**src/rtl/vending_pkg.sv**
```systemverilog
// Shared vending definitions: change codes, dispenser FSM encoding and the
// change-code to coin-count lookup.
package vending_pkg;

    localparam logic [2:0] CODE_NONE   = 3'b000;
    localparam logic [2:0] NICKEL      = 3'b001;
    localparam logic [2:0] DIME        = 3'b010;
    localparam logic [2:0] NICKEL_DIME = 3'b011;
    localparam logic [2:0] DIMES_2     = 3'b100;
    localparam logic [2:0] QUARTER     = 3'b101;

    typedef enum logic [1:0] {
        ST_IDLE,
        ST_LOAD,
        ST_ISSUE,
        ST_WAIT
    } disp_state_t;

    // Wide enough to hold a nickel count after a dime-to-two-nickels conversion.
    typedef logic [2:0] coin_cnt_t;

    typedef struct packed {
        coin_cnt_t nickels;
        coin_cnt_t dimes;
    } coin_count_t;

    function automatic logic code_valid(input logic [2:0] code);
        return (code >= NICKEL) && (code <= DIMES_2);
    endfunction

    function automatic coin_count_t coin_count(input logic [2:0] code);
        coin_count_t cnt;
        cnt.nickels = 3'd0;
        cnt.dimes   = 3'd0;
        case (code)
            NICKEL:      cnt.nickels = 3'd1;
            DIME:        cnt.dimes   = 3'd1;
            NICKEL_DIME: begin
                cnt.nickels = 3'd1;
                cnt.dimes   = 3'd1;
            end
            DIMES_2:     cnt.dimes   = 3'd2;
            default:     ;
        endcase
        return cnt;
    endfunction

endpackage

```
**src/rtl/change_fifo.sv**
```systemverilog
// Synchronous FIFO for pending change codes; a push into a full FIFO is
// accepted only when a pop happens in the same cycle.
module change_fifo #(
    parameter int DEPTH = 4,
    parameter int WIDTH = 3
) (
    input  logic             Clk,
    input  logic             Reset_n,
    input  logic             i_push,
    input  logic [WIDTH-1:0] i_data,
    input  logic             i_pop,
    output logic [WIDTH-1:0] o_data,
    output logic             o_full,
    output logic             o_empty
);

    localparam int AW = $clog2(DEPTH);

    logic [WIDTH-1:0] r_mem [DEPTH];
    logic [AW:0]      r_wr_ptr;
    logic [AW:0]      r_rd_ptr;
    logic             w_do_push;
    logic             w_do_pop;

    assign o_empty   = (r_wr_ptr == r_rd_ptr);
    assign o_full    = (r_wr_ptr[AW] != r_rd_ptr[AW]) &&
                       (r_wr_ptr[AW-1:0] == r_rd_ptr[AW-1:0]);
    assign w_do_pop  = i_pop && !o_empty;
    assign w_do_push = i_push && (!o_full || w_do_pop);
    assign o_data    = r_mem[r_rd_ptr[AW-1:0]];

    // NOTE: sequential state is updated with non-blocking assignments so every
    // register samples the pre-edge values of the others.
    always_ff @(posedge Clk or negedge Reset_n) begin
        if (!Reset_n) begin
            r_wr_ptr <= '0;
            r_rd_ptr <= '0;
        end else begin
            if (w_do_push) r_wr_ptr <= r_wr_ptr + (AW+1)'(1);
            if (w_do_pop)  r_rd_ptr <= r_rd_ptr + (AW+1)'(1);
        end
    end

    // NOTE: storage has no reset; the pointers alone define which entries are valid.
    always_ff @(posedge Clk) begin
        if (w_do_push) r_mem[r_wr_ptr[AW-1:0]] <= i_data;
    end

endmodule

```
**src/rtl/change_dispenser.sv**
```systemverilog
// Change payout stage: queues change codes from the vending FSM and drives the
// nickel/dime hoppers one coin at a time, tracking inventory and fault flags.
module change_dispenser
    import vending_pkg::*;
#(
    parameter int FIFO_DEPTH   = 4,
    parameter int TIMEOUT      = 16,
    parameter int INV_W        = 8,
    parameter int INIT_NICKELS = 20,
    parameter int INIT_DIMES   = 20
) (
    input  logic       Clk,
    input  logic       Reset_n,
    input  logic [2:0] change_in,
    input  logic       vend_in,
    input  logic       refill,
    input  logic       nickel_ack,
    input  logic       dime_ack,
    output logic       nickel_req,
    output logic       dime_req,
    output logic       dispense_item,
    output logic       busy,
    output logic       nickel_empty,
    output logic       dime_empty,
    output logic       short_change,
    output logic       overflow,
    output logic       fault
);

    localparam int TM_W = $clog2(TIMEOUT) + 1;

    disp_state_t      r_state;
    disp_state_t      w_next_state;
    logic [2:0]       w_fifo_data;
    logic             w_fifo_full;
    logic             w_fifo_empty;
    logic             w_code_valid;
    coin_count_t      w_cnt;
    coin_cnt_t        r_n_cnt;
    coin_cnt_t        r_d_cnt;
    logic [INV_W-1:0] r_nickel_inv;
    logic [INV_W-1:0] r_dime_inv;
    logic [TM_W-1:0]  r_timer;
    logic             r_nickel_req;
    logic             r_dime_req;
    logic             r_vend_q;
    logic             r_dispense;
    logic             r_short;
    logic             r_overflow;
    logic             r_fault;

    logic w_pop;
    logic w_issue_n;
    logic w_issue_d;
    logic w_short_n;
    logic w_short_d;
    logic w_convert;
    logic w_paid_n;
    logic w_paid_d;
    logic w_timeout;

    assign w_code_valid = code_valid(change_in);
    assign w_cnt        = coin_count(w_fifo_data);

    change_fifo #(
        .DEPTH (FIFO_DEPTH),
        .WIDTH (3)
    ) u_fifo (
        .Clk     (Clk),
        .Reset_n (Reset_n),
        .i_push  (w_code_valid),
        .i_data  (change_in),
        .i_pop   (w_pop),
        .o_data  (w_fifo_data),
        .o_full  (w_fifo_full),
        .o_empty (w_fifo_empty)
    );

    always_ff @(posedge Clk or negedge Reset_n) begin
        if (!Reset_n) r_state <= ST_IDLE;
        else          r_state <= w_next_state;
    end

    // NOTE: every signal driven here gets a default first so no latch is inferred.
    always_comb begin
        w_next_state = r_state;
        w_pop        = 1'b0;
        w_issue_n    = 1'b0;
        w_issue_d    = 1'b0;
        w_short_n    = 1'b0;
        w_short_d    = 1'b0;
        w_convert    = 1'b0;
        w_paid_n     = 1'b0;
        w_paid_d     = 1'b0;
        w_timeout    = 1'b0;
        case (r_state)
            ST_IDLE: begin
                if (!w_fifo_empty) w_next_state = ST_LOAD;
            end
            ST_LOAD: begin
                w_pop        = 1'b1;
                w_next_state = ST_ISSUE;
            end
            ST_ISSUE: begin
                if (r_n_cnt != '0) begin
                    if (r_nickel_inv != '0) begin
                        w_issue_n    = 1'b1;
                        w_next_state = ST_WAIT;
                    end else begin
                        w_short_n = 1'b1;
                    end
                end else if (r_d_cnt != '0) begin
                    if (r_dime_inv != '0) begin
                        w_issue_d    = 1'b1;
                        w_next_state = ST_WAIT;
                    end else if (r_nickel_inv >= INV_W'(2)) begin
                        w_convert = 1'b1;
                    end else begin
                        w_short_d = 1'b1;
                    end
                end else begin
                    w_next_state = ST_IDLE;
                end
            end
            ST_WAIT: begin
                if (r_nickel_req && nickel_ack) begin
                    w_paid_n     = 1'b1;
                    w_next_state = ST_ISSUE;
                end else if (r_dime_req && dime_ack) begin
                    w_paid_d     = 1'b1;
                    w_next_state = ST_ISSUE;
                end else if (r_timer == TM_W'(TIMEOUT - 1)) begin
                    w_timeout    = 1'b1;
                    w_next_state = ST_IDLE;
                end
            end
            default: w_next_state = ST_IDLE;
        endcase
    end

    // Coin down-counters and hopper requests; a timeout abandons the entry.
    always_ff @(posedge Clk or negedge Reset_n) begin
        if (!Reset_n) begin
            r_n_cnt      <= '0;
            r_d_cnt      <= '0;
            r_nickel_req <= 1'b0;
            r_dime_req   <= 1'b0;
            r_timer      <= '0;
        end else begin
            if (w_pop)                      r_n_cnt <= w_cnt.nickels;
            else if (w_short_n || w_paid_n) r_n_cnt <= r_n_cnt - 3'd1;
            else if (w_convert)             r_n_cnt <= r_n_cnt + 3'd2;
            else if (w_timeout)             r_n_cnt <= '0;

            if (w_pop)                                  r_d_cnt <= w_cnt.dimes;
            else if (w_short_d || w_paid_d || w_convert) r_d_cnt <= r_d_cnt - 3'd1;
            else if (w_timeout)                         r_d_cnt <= '0;

            if (w_issue_n)                  r_nickel_req <= 1'b1;
            else if (w_paid_n || w_timeout) r_nickel_req <= 1'b0;

            if (w_issue_d)                  r_dime_req <= 1'b1;
            else if (w_paid_d || w_timeout) r_dime_req <= 1'b0;

            if (r_state == ST_WAIT) r_timer <= r_timer + TM_W'(1);
            else                    r_timer <= '0;
        end
    end

    // Inventory, sticky flags and the vend edge detector.
    always_ff @(posedge Clk or negedge Reset_n) begin
        if (!Reset_n) begin
            r_nickel_inv <= INV_W'(INIT_NICKELS);
            r_dime_inv   <= INV_W'(INIT_DIMES);
            r_short      <= 1'b0;
            r_overflow   <= 1'b0;
            r_fault      <= 1'b0;
            r_vend_q     <= 1'b0;
            r_dispense   <= 1'b0;
        end else begin
            if (refill)                              r_nickel_inv <= INV_W'(INIT_NICKELS);
            else if (w_paid_n && r_nickel_inv != '0) r_nickel_inv <= r_nickel_inv - INV_W'(1);

            if (refill)                            r_dime_inv <= INV_W'(INIT_DIMES);
            else if (w_paid_d && r_dime_inv != '0) r_dime_inv <= r_dime_inv - INV_W'(1);

            if (w_short_n || w_short_d)                   r_short    <= 1'b1;
            if (w_code_valid && w_fifo_full && !w_pop)    r_overflow <= 1'b1;
            if (w_timeout)                                r_fault    <= 1'b1;

            r_vend_q   <= vend_in;
            r_dispense <= vend_in && !r_vend_q;
        end
    end

    assign nickel_req    = r_nickel_req;
    assign dime_req      = r_dime_req;
    assign dispense_item = r_dispense;
    assign busy          = !w_fifo_empty || (r_state != ST_IDLE);
    assign nickel_empty  = (r_nickel_inv == '0);
    assign dime_empty    = (r_dime_inv == '0);
    assign short_change  = r_short;
    assign overflow      = r_overflow;
    assign fault         = r_fault;

endmodule

```
**config.mk**
```make
export PLATFORM = sky130hd
export DESIGN_NAME = change_dispenser
export DESIGN_NICKNAME = d
export VERILOG_FILES = /design/src/rtl/vending_pkg.sv /design/src/rtl/change_fifo.sv /design/src/rtl/change_dispenser.sv
export SDC_FILE = /design/constraint.sdc
export NUM_CORES = 1
export LEC_CHECK = 0
export BUFFER_PORTS_ARGS = -buffer_cell sky130_fd_sc_hd__buf_2
export CAP_MARGIN = 20
export CORE_ASPECT_RATIO = 1.1
export CORE_UTILIZATION = 51
export CTS_BUF_LIST = sky130_fd_sc_hd__clkbuf_8
export CTS_CLUSTER_SIZE = 28
export DETAILED_ROUTE_END_ITERATION = 8
export PLACE_DENSITY = 0.73
export SKIP_LAST_GASP = 1
export SYNTH_ARGS = -nofsm -noshare
export SYNTH_HDL_FRONTEND = slang
export SYNTH_SLANG_ARGS = --single-unit
```
**constraint.sdc**
```tcl
create_clock -name Clk -period 4.93 [get_ports Clk]
set_input_delay 1.479 -clock Clk [delete_from_list [all_inputs] [get_ports Clk]]
set_output_delay 1.479 -clock Clk [all_outputs]
set_load 0.03 [all_outputs]
```
==> results.ini, run 1 <==
[synthesis]
yosys_register_bits = 54
syn_area_per_cell_um2 = 11.14
gate_count_of_the_mapped_netlist = 253
yosys-top-cells-area = sky130_fd_sc_hd__dfrtp_1, sky130_fd_sc_hd__edfxtp_1, sky130_fd_sc_hd__ha_1, sky130_fd_sc_hd__dfstp_2, sky130_fd_sc_hd__xnor2_1
main_combinational_cell_family_by_area_after_synthesis = simple AND/OR/NAND/NOR gates
synth_area_leader_cell = sky130_fd_sc_hd__dfrtp_1
post_synth_mux_area_share_pct = 3.952
synth-simple-area-share_pct = 19.76
dominantRegCellSynth = sky130_fd_sc_hd__dfrtp_1
ys_warn_count = 0
postSynthNetCount = 278
synthXorXnorAreaFrac_pct = 5.284
synth.top_cells.by_count = sky130_fd_sc_hd__dfrtp_1, sky130_fd_sc_hd__nor2_1, sky130_fd_sc_hd__ha_1, sky130_fd_sc_hd__inv_1
async_set_or_reset_flop_fraction_in_the_synthesized_netlist_pct = 77.78
synth_enable_flop_cells = 12
synth.most_common_cell = sky130_fd_sc_hd__dfrtp_1
yosysSeqAreaShare_pct = 50.27
synth_area_in_adders_pct = 7.105
syn_area_um2 = 2818
synth-compound-area-share_pct = 10.17
netlist.area_leader.share_pct = 33.75
synth_cell_type_count = 53

[worst_hold_path]
hold_path_depth = 1
hold_path.class = register to register

[route]
drtAntennaViolNets = 0
viasPerCell = 5.568
drt_first_iter_violations = 111
route.vias.total = 1932
routed_wl_um = 4915
drt-wirelength-per-cell_um = 14.16
remaining_drc_errors = 0
first_pass_iters = 4

[setup_path]
end_kind = output port
cpPeakStageDelay_ns = 0.57
critical_path.cell_chain = inv_1 > ha_1 > nor4b_2 > nand2_1 > inv_1 > buf_2
crit_fanout = 8
required_ns = 3.45
setup.worst_path.class = register to output port
worstSetupStartpointType = register
depth_of_the_worst_register_to_register_path = 6
cp.arrival_ns = 2.01
critical-path-slowest-cell = sky130_fd_sc_hd__nor4b_2
critical_path.most_common_cell = sky130_fd_sc_hd__inv_1

[sta]
final-setup-viol-count = 0
hold_viol_final = 0
finalWorstPathRequiredPeriod_ns = 3.485
timing.setup.tns_ns = 0
max_slew_margin_pct = 37.96
timing.clock.skew_ns = 0.006380
worstMarginPinSlew_ns = 0.9306
drv_slew = 0
maxClockFrequency_mhz = 287.0
min_period_over_period_pct = 70.68
rsz0062_at_grt = false

[placed_design]
gp_congestion = 0.7682
post_dp_cell_area_um2 = 2974
placed_cells_incl_taps = 339
detailed_placer_s_ending_hpwl_um = 3457
port_buffer_count = 17

[floorplanning]
die_width_um = 72.87
placementRows = 28
die_area_um2 = 5826
design.core.area_um2 = 5360
fp.dieH_um = 79.96
pin_count = 18
initial_core_util_pct = 52.57

[flow_run]
cap_viol_max_count = 0

[power_and_ir_drop]
worst_vdd_rail_ir_drop_mv = 0.3158
power_density_nw_per_um2 = 494.2
total_leakage_power_nw = 1.291

[clock_network]
latest_clock_arrival_within_the_worst_skew_pair_ns = 0.31
post_cts_resized = 0
clock_path_buffers = 2
cts_tree = built
cts-hold-fix-buffers = 0
numCtsBuffers = 5
post_cts.repair.setup_buffers = 0
clockRootBuffer = sky130_fd_sc_hd__clkbuf_8
clkSinkCount = 54
cts.clk_slew.worst_paths_ns = 0.10
cts_max_level = 2

[cells_and_area]
n_antenna_cell = 0
post_route_cells_drive_above_1_share_pct = 16.54
post-route-cell-area_um2 = 3084
design.final.nets = 296
area_overhead_vs_synth_pct = 9.458
layoutNonFillerInstCount = 347
final_core_util_pct = 57.54

[global_route]
first_global_vias = 1823
grt_resource_usage_total_pct = 18.84
grt_overflow = 0
grt_first_pass_wirelength_um = 8259
grt_max_degree = 43
grt_antenna_before_repair = 0

[outcome]
outcome = finished clean

metal layers:
layer	up-vias	share of wire [%]	track usage, %
li1	969	-	-
met1	928	46	23.93
met2	26	49	30.84
met3	9	2.7	3.914
met4	0	1.9	8.431
met5	-	0	0
logic make-up (layout without fill, tap and decap cells):
kind of cell,after synthesis,in the layout
buf+inv,24,43
flops,54,54
compound gates,40,40
fa+ha+maj,16,16
simple gates,95,95
xor+xnor,17,17
mux,7,7
registers in the layout, summed over array words and instances (netlist names):
| signal | flops |
|---|---|
| overflow | 1 |
| r_state | 2 |
| u_fifo.r_rd_ptr | 3 |
| fault | 1 |
| u_fifo.r_mem | 12 |
| r_vend_q | 1 |
| r_nickel_inv | 8 |
| r_d_cnt | 3 |
| short_change | 1 |
| u_fifo.r_wr_ptr | 3 |
| dime_req | 1 |
| nickel_req | 1 |
| r_dime_inv | 8 |
| r_n_cnt | 3 |
| dispense_item | 1 |
| r_timer | 5 |
area by class of cell:
cell class                      instances  area, um2
Clock buffer                            5      68.82
Inverter                               16      60.06
Tap cell                               75      93.84
Fill cell                             464       2276
Timing Repair Buffer                   19      100.1
Sequential cell                        54       1416
Clock inverter                          3      41.29
Multi-Input combinational cell        175       1304
worst paths after layout:
kind	endpoint	slack [ns]	start
setup / recovery	nickel_empty	1.45	r_nickel_inv[0]$_DFFE_PN0P_
hold / removal	dispense_item$_DFF_PN0_	0.39	r_vend_q$_DFF_PN0_
setup reg to reg	r_d_cnt[1]$_DFFE_PN0P_	2.53	r_dime_inv[0]$_DFFE_PN0P_
hold reg to reg	dispense_item$_DFF_PN0_	0.39	r_vend_q$_DFF_PN0_
max in group asynchronous	r_vend_q$_DFF_PN0_	3.06	Reset_n
min in group asynchronous	r_nickel_inv[3]$_DFFE_PN0P_	1.30	Reset_n
through the flow:
stage / hold slack [ns] / total power, mW / setup WS (ns)
finish: 0.3939 / 1.524 / 1.445
global route: 0.4179 / 1.639 / 1.235
CTS: 0.3989 / 1.538 / 1.445
detailed placement: 0.3851 / 1.239 / 1.706
global placement: 0.3833 / 1.220 / 1.751
floorplan: 0.3777 / 1.109 / 1.720
report_power, final:
group / leakage (nW) / switching (mW) / internal [mW] / total, mW
registers: 0.642 / 0.117 / 0.575 / 0.692
clock network: 0.0556 / 0.151 / 0.150 / 0.300
logic: 0.593 / 0.291 / 0.241 / 0.532
total: 1.29 / 0.558 / 0.966 / 1.52
placed cells by master, fill, tap and decap left out, types with 3 or more instances in the layout:
cell type,n
sky130_fd_sc_hd__buf_2,17
sky130_fd_sc_hd__mux4_2,3
sky130_fd_sc_hd__and2_1,3
sky130_fd_sc_hd__or3_1,6
sky130_fd_sc_hd__o31ai_1,4
sky130_fd_sc_hd__a21oi_1,7
sky130_fd_sc_hd__mux2_2,3
sky130_fd_sc_hd__edfxtp_1,12
sky130_fd_sc_hd__or4_1,7
sky130_fd_sc_hd__a211oi_1,3
sky130_fd_sc_hd__xnor2_1,12
sky130_fd_sc_hd__nand3_1,7
sky130_fd_sc_hd__xor2_1,5
sky130_fd_sc_hd__nor2b_1,6
sky130_fd_sc_hd__nand4_1,6
sky130_fd_sc_hd__nand2_1,9
sky130_fd_sc_hd__nor2_1,19
sky130_fd_sc_hd__nor4_1,4
sky130_fd_sc_hd__nand2b_1,8
sky130_fd_sc_hd__ha_1,16
sky130_fd_sc_hd__inv_1,17
sky130_fd_sc_hd__o2111ai_1,3
sky130_fd_sc_hd__dfstp_2,4
sky130_fd_sc_hd__clkbuf_8,5
sky130_fd_sc_hd__and3_1,6
sky130_fd_sc_hd__o21ai_0,7
sky130_fd_sc_hd__dfrtp_1,38
critical path, delay by kind of cell, from the launching register on:
kind / cells / cell delay [ns]
flip-flops: 1 / 0.42
adder cells (fa/ha/maj): 1 / 0.17
AND/OR/NAND/NOR: 2 / 0.72
buffers and inverters: 3 / 0.37
(Power assumes the default switching activity.)
==> run 2: changes to the inputs <==
--- a/config.mk
+++ b/config.mk
@@ -5,6 +5,7 @@
 export SDC_FILE = /design/constraint.sdc
 export NUM_CORES = 1
 export LEC_CHECK = 0
+export ABC_AREA = 1
 export BUFFER_PORTS_ARGS = -buffer_cell sky130_fd_sc_hd__buf_2
 export CAP_MARGIN = 20
 export CORE_ASPECT_RATIO = 1.1
@@ -12,7 +13,7 @@
 export CTS_BUF_LIST = sky130_fd_sc_hd__clkbuf_8
 export CTS_CLUSTER_SIZE = 28
 export DETAILED_ROUTE_END_ITERATION = 8
-export PLACE_DENSITY = 0.73
+export PLACE_DENSITY = 0.75
 export SKIP_LAST_GASP = 1
 export SYNTH_ARGS = -nofsm -noshare
 export SYNTH_HDL_FRONTEND = slang
==> constraint.sdc (replaced) <==
create_clock -name Clk -period 3.2 [get_ports Clk]
set_input_delay 0.96 -clock Clk [delete_from_list [all_inputs] [get_ports Clk]]
set_output_delay 0.96 -clock Clk [all_outputs]
set_load 0.03 [all_outputs]
==> results.ini, run 2 <==
[sta]
worstMarginPinSlew_ns = 0.9340  ; +0.003405 ns
max_slew_margin_pct = 37.73  ; -0.23 points
timing.setup.tns_ns = 0  ; unchanged
finalWorstPathRequiredPeriod_ns = 2.670
drv_slew = 0  ; unchanged
hold_ws_ns = 0.4003  ; +0.006430 ns
maxClockFrequency_mhz = 374.6
finalWorstSetupSlack_ns = 0.5304  ; -0.9150 ns
rsz0062_at_grt = false
min_period_over_period_pct = 83.42
hold_viol_final = 0  ; unchanged
final-setup-viol-count = 0  ; unchanged
timing.clock.skew_ns = 0.01032  ; +0.003937 ns

[synthesis]
postSynthNetCount = 388  ; +40%
synth.most_common_cell = sky130_fd_sc_hd__nand2_1
syn_area_um2 = 3073  ; +9.1%
ys_warn_count = 0  ; unchanged
synth_cell_type_count = 28  ; -47%
synth_area_leader_cell = sky130_fd_sc_hd__dfrtp_1
yosysSeqAreaShare_pct = 46.09  ; -4.2 points
syn_area_per_cell_um2 = 8.465  ; -24%
synth.top_cells.by_count = sky130_fd_sc_hd__nand2_1, sky130_fd_sc_hd__inv_1, sky130_fd_sc_hd__nand3_1, sky130_fd_sc_hd__dfrtp_1, sky130_fd_sc_hd__nor2_1
yosys-top-cells-area = sky130_fd_sc_hd__dfrtp_1, sky130_fd_sc_hd__edfxtp_1, sky130_fd_sc_hd__nand2_1, sky130_fd_sc_hd__inv_1, sky130_fd_sc_hd__nand3_1
dominantRegCellSynth = sky130_fd_sc_hd__dfrtp_1
synth_enable_flop_cells = 12  ; unchanged
netlist.area_leader.share_pct = 30.94  ; -2.8 points
gate_count_of_the_mapped_netlist = 363  ; +43%
yosys_register_bits = 54  ; unchanged
async_set_or_reset_flop_fraction_in_the_synthesized_netlist_pct = 77.78  ; unchanged

[global_route]
grt_overflow = 0  ; unchanged
grt_first_pass_wirelength_um = 10320  ; +25%
grt_antenna_before_repair = 0  ; unchanged
first_global_vias = 2399  ; +32%
grt_resource_usage_total_pct = 20.12  ; +1.3 points
grt_max_degree = 43  ; unchanged

[cells_and_area]
post_route_cells_drive_above_1_share_pct = 14.77  ; -1.8 points
num-fill-cells = 546  ; +18%
layout.cells.most_common_list = sky130_fd_sc_hd__nand2_1, sky130_fd_sc_hd__inv_1, sky130_fd_sc_hd__nand3_1, sky130_fd_sc_hd__dfrtp_1, sky130_fd_sc_hd__nor2_1
layoutNonFillerInstCount = 463  ; +33%
layout.cells.most_common = sky130_fd_sc_hd__nand2_1
area_overhead_vs_synth_pct = 8.632
post-route-cell-area_um2 = 3338  ; +8.2%
design.final.nets = 410  ; +39%
largest_register_ff_count = 12  ; unchanged
n_antenna_cell = 0  ; unchanged
final_core_util_pct = 57.50  ; about the same

[route]
wl_met3_um = 137  ; +3.0%
remaining_drc_errors = 0  ; unchanged
first_pass_iters = 4  ; unchanged
drt_first_iter_violations = 89  ; -20%
route.vias.total = 2383  ; +23%
met1_length_um = 2465  ; +8.6%
met2_wirelength_um = 3107  ; +29%
drt-wirelength-per-cell_um = 12.42  ; -12%
routed_wl_um = 5750  ; +17%
drtAntennaViolNets = 0  ; unchanged
dr.max_layer_used = met4
viasPerCell = 5.147  ; -7.6%

[floorplanning]
die_width_um = 76.01  ; +4.3%
placementRows = 29  ; +3.6%
fp.dieH_um = 83.41  ; +4.3%
design.core.area_um2 = 5806  ; +8.3%
die_area_um2 = 6340  ; +8.8%
pin_count = 18  ; unchanged
initial_core_util_pct = 52.93  ; +0.36 points

[clock_network]
clock_path_buffers = 2  ; unchanged
clockRootBuffer = sky130_fd_sc_hd__clkbuf_8
cts-hold-fix-buffers = 0  ; unchanged
numCtsBuffers = 5  ; unchanged
latest_clock_arrival_within_the_worst_skew_pair_ns = 0.32  ; about the same
cts_max_level = 2  ; unchanged
post_cts.repair.setup_buffers = 0  ; unchanged
cts.clk_slew.worst_paths_ns = 0.10  ; about the same
cts_tree = built
post_cts_resized = 0  ; unchanged
clkSinkCount = 54  ; unchanged

[setup_path]
end_kind = output port
required_ns = 2.24  ; -1.21 ns
worst_setup_path_startpoint = r_nickel_inv[0]$_DFFE_PN0P_
cp.arrival_ns = 1.71  ; -0.30 ns
worstSetupStartpointType = register
crit_fanout = 9  ; +1
worstReg2RegStart = r_n_cnt[1]$_DFFE_PN0P_
setup.worst_path.class = register to output port

[power_and_ir_drop]
report.power.total_mw = 2.481  ; +63%
worst_vdd_rail_ir_drop_mv = 0.4085  ; +29%
total_leakage_power_nw = 1.650  ; +28%
power_density_nw_per_um2 = 743.1  ; +50%

[worst_hold_path]
worstHoldStart = r_vend_q$_DFF_PN0_
hold_path.class = register to register

[flow_run]
cap_viol_max_count = 0  ; unchanged

[placed_design]
post_dp_cell_area_um2 = 3244  ; +9.1%
preCtsSetupSlack_ns = 0.8727  ; -0.8334 ns
detailed_placer_s_ending_hpwl_um = 4393  ; +27%
gp_congestion = 0.8361  ; +8.8%
port_buffer_count = 17  ; unchanged
placed_cells_incl_taps = 455  ; +34%

[outcome]
outcome = finished clean

==> run 2: cell types whose count changed in the layout (fill, tap and decap cells not counted), moves of 9 or more <==
cell	before	now
sky130_fd_sc_hd__nor2_1	19	37
sky130_fd_sc_hd__inv_1	17	56
sky130_fd_sc_hd__nand3_1	7	41
sky130_fd_sc_hd__nand4_1	6	18
sky130_fd_sc_hd__xnor2_1	12	3
sky130_fd_sc_hd__nand2_1	9	78
==> run 2: area by class of cell <==
class	instances	area (um2)	area share (%)
clock inverters	3	25.02	0.7496
well taps	77	96.34	2.886
repair buffers	17	85.08	2.549
clock buffers	5	68.82	2.061
inverters	60	232.7	6.972
multi-input cells	247	1414	42.35
flip-flops and latches	54	1416	42.43
==> run 2: metal layers <==
metal	GRT usage, %	vias to the layer above
li1	-	1212
met1	22.47	1131
met2	38.51	36
met3	3.187	4
met4	6.643	0
met5	0	-
==> run 2: worst max-delay path, stage by stage, from the launching register on <==
cell and delay, ns:
sky130_fd_sc_hd__dfrtp_1 0.38, sky130_fd_sc_hd__inv_1 0.21, sky130_fd_sc_hd__ha_1 0.19, sky130_fd_sc_hd__nand2_1 0.08, sky130_fd_sc_hd__nor2_4 0.28, sky130_fd_sc_hd__buf_2 0.26
==> run 2: path summary, 6_finish.rpt <==
| path | end | slack [ns] | cells after the start |
|---|---|---|---|
| worst min register to register | dispense_item$_DFF_PN0_ | 0.40 | 1 |
| min in group asynchronous | r_nickel_inv[5]$_DFFE_PN0P_ | 0.77 | 1 |
| max in group asynchronous | r_timer[3]$_DFF_PN0_ | 1.84 | 1 |
| worst min-delay path | dispense_item$_DFF_PN0_ | 0.40 | 1 |
| worst max register to register | r_d_cnt[1]$_DFFE_PN0P_ | 1.44 | 9 |
| worst max-delay path | nickel_empty | 0.53 | 5 |
==> run 2: cell families after synthesis <==
family / after synthesis / synth area share (%)
AOI/OAI and AO/OA: 28 / 5.415
xor gates and xnor gates: 10 / 2.850
adders and majority gates: 16 / 6.515
buffers and inverters: 62 / 7.899
DFF: 54 / 46.09
and+or+nand+nor: 193 / 31.23
==> run 2: where the power goes <==
part / total, mW / switching, mW / internal, mW
Sequential: 1.03 / 0.146 / 0.883
Clock: 0.397 / 0.238 / 0.158
Combinational: 1.06 / 0.692 / 0.364
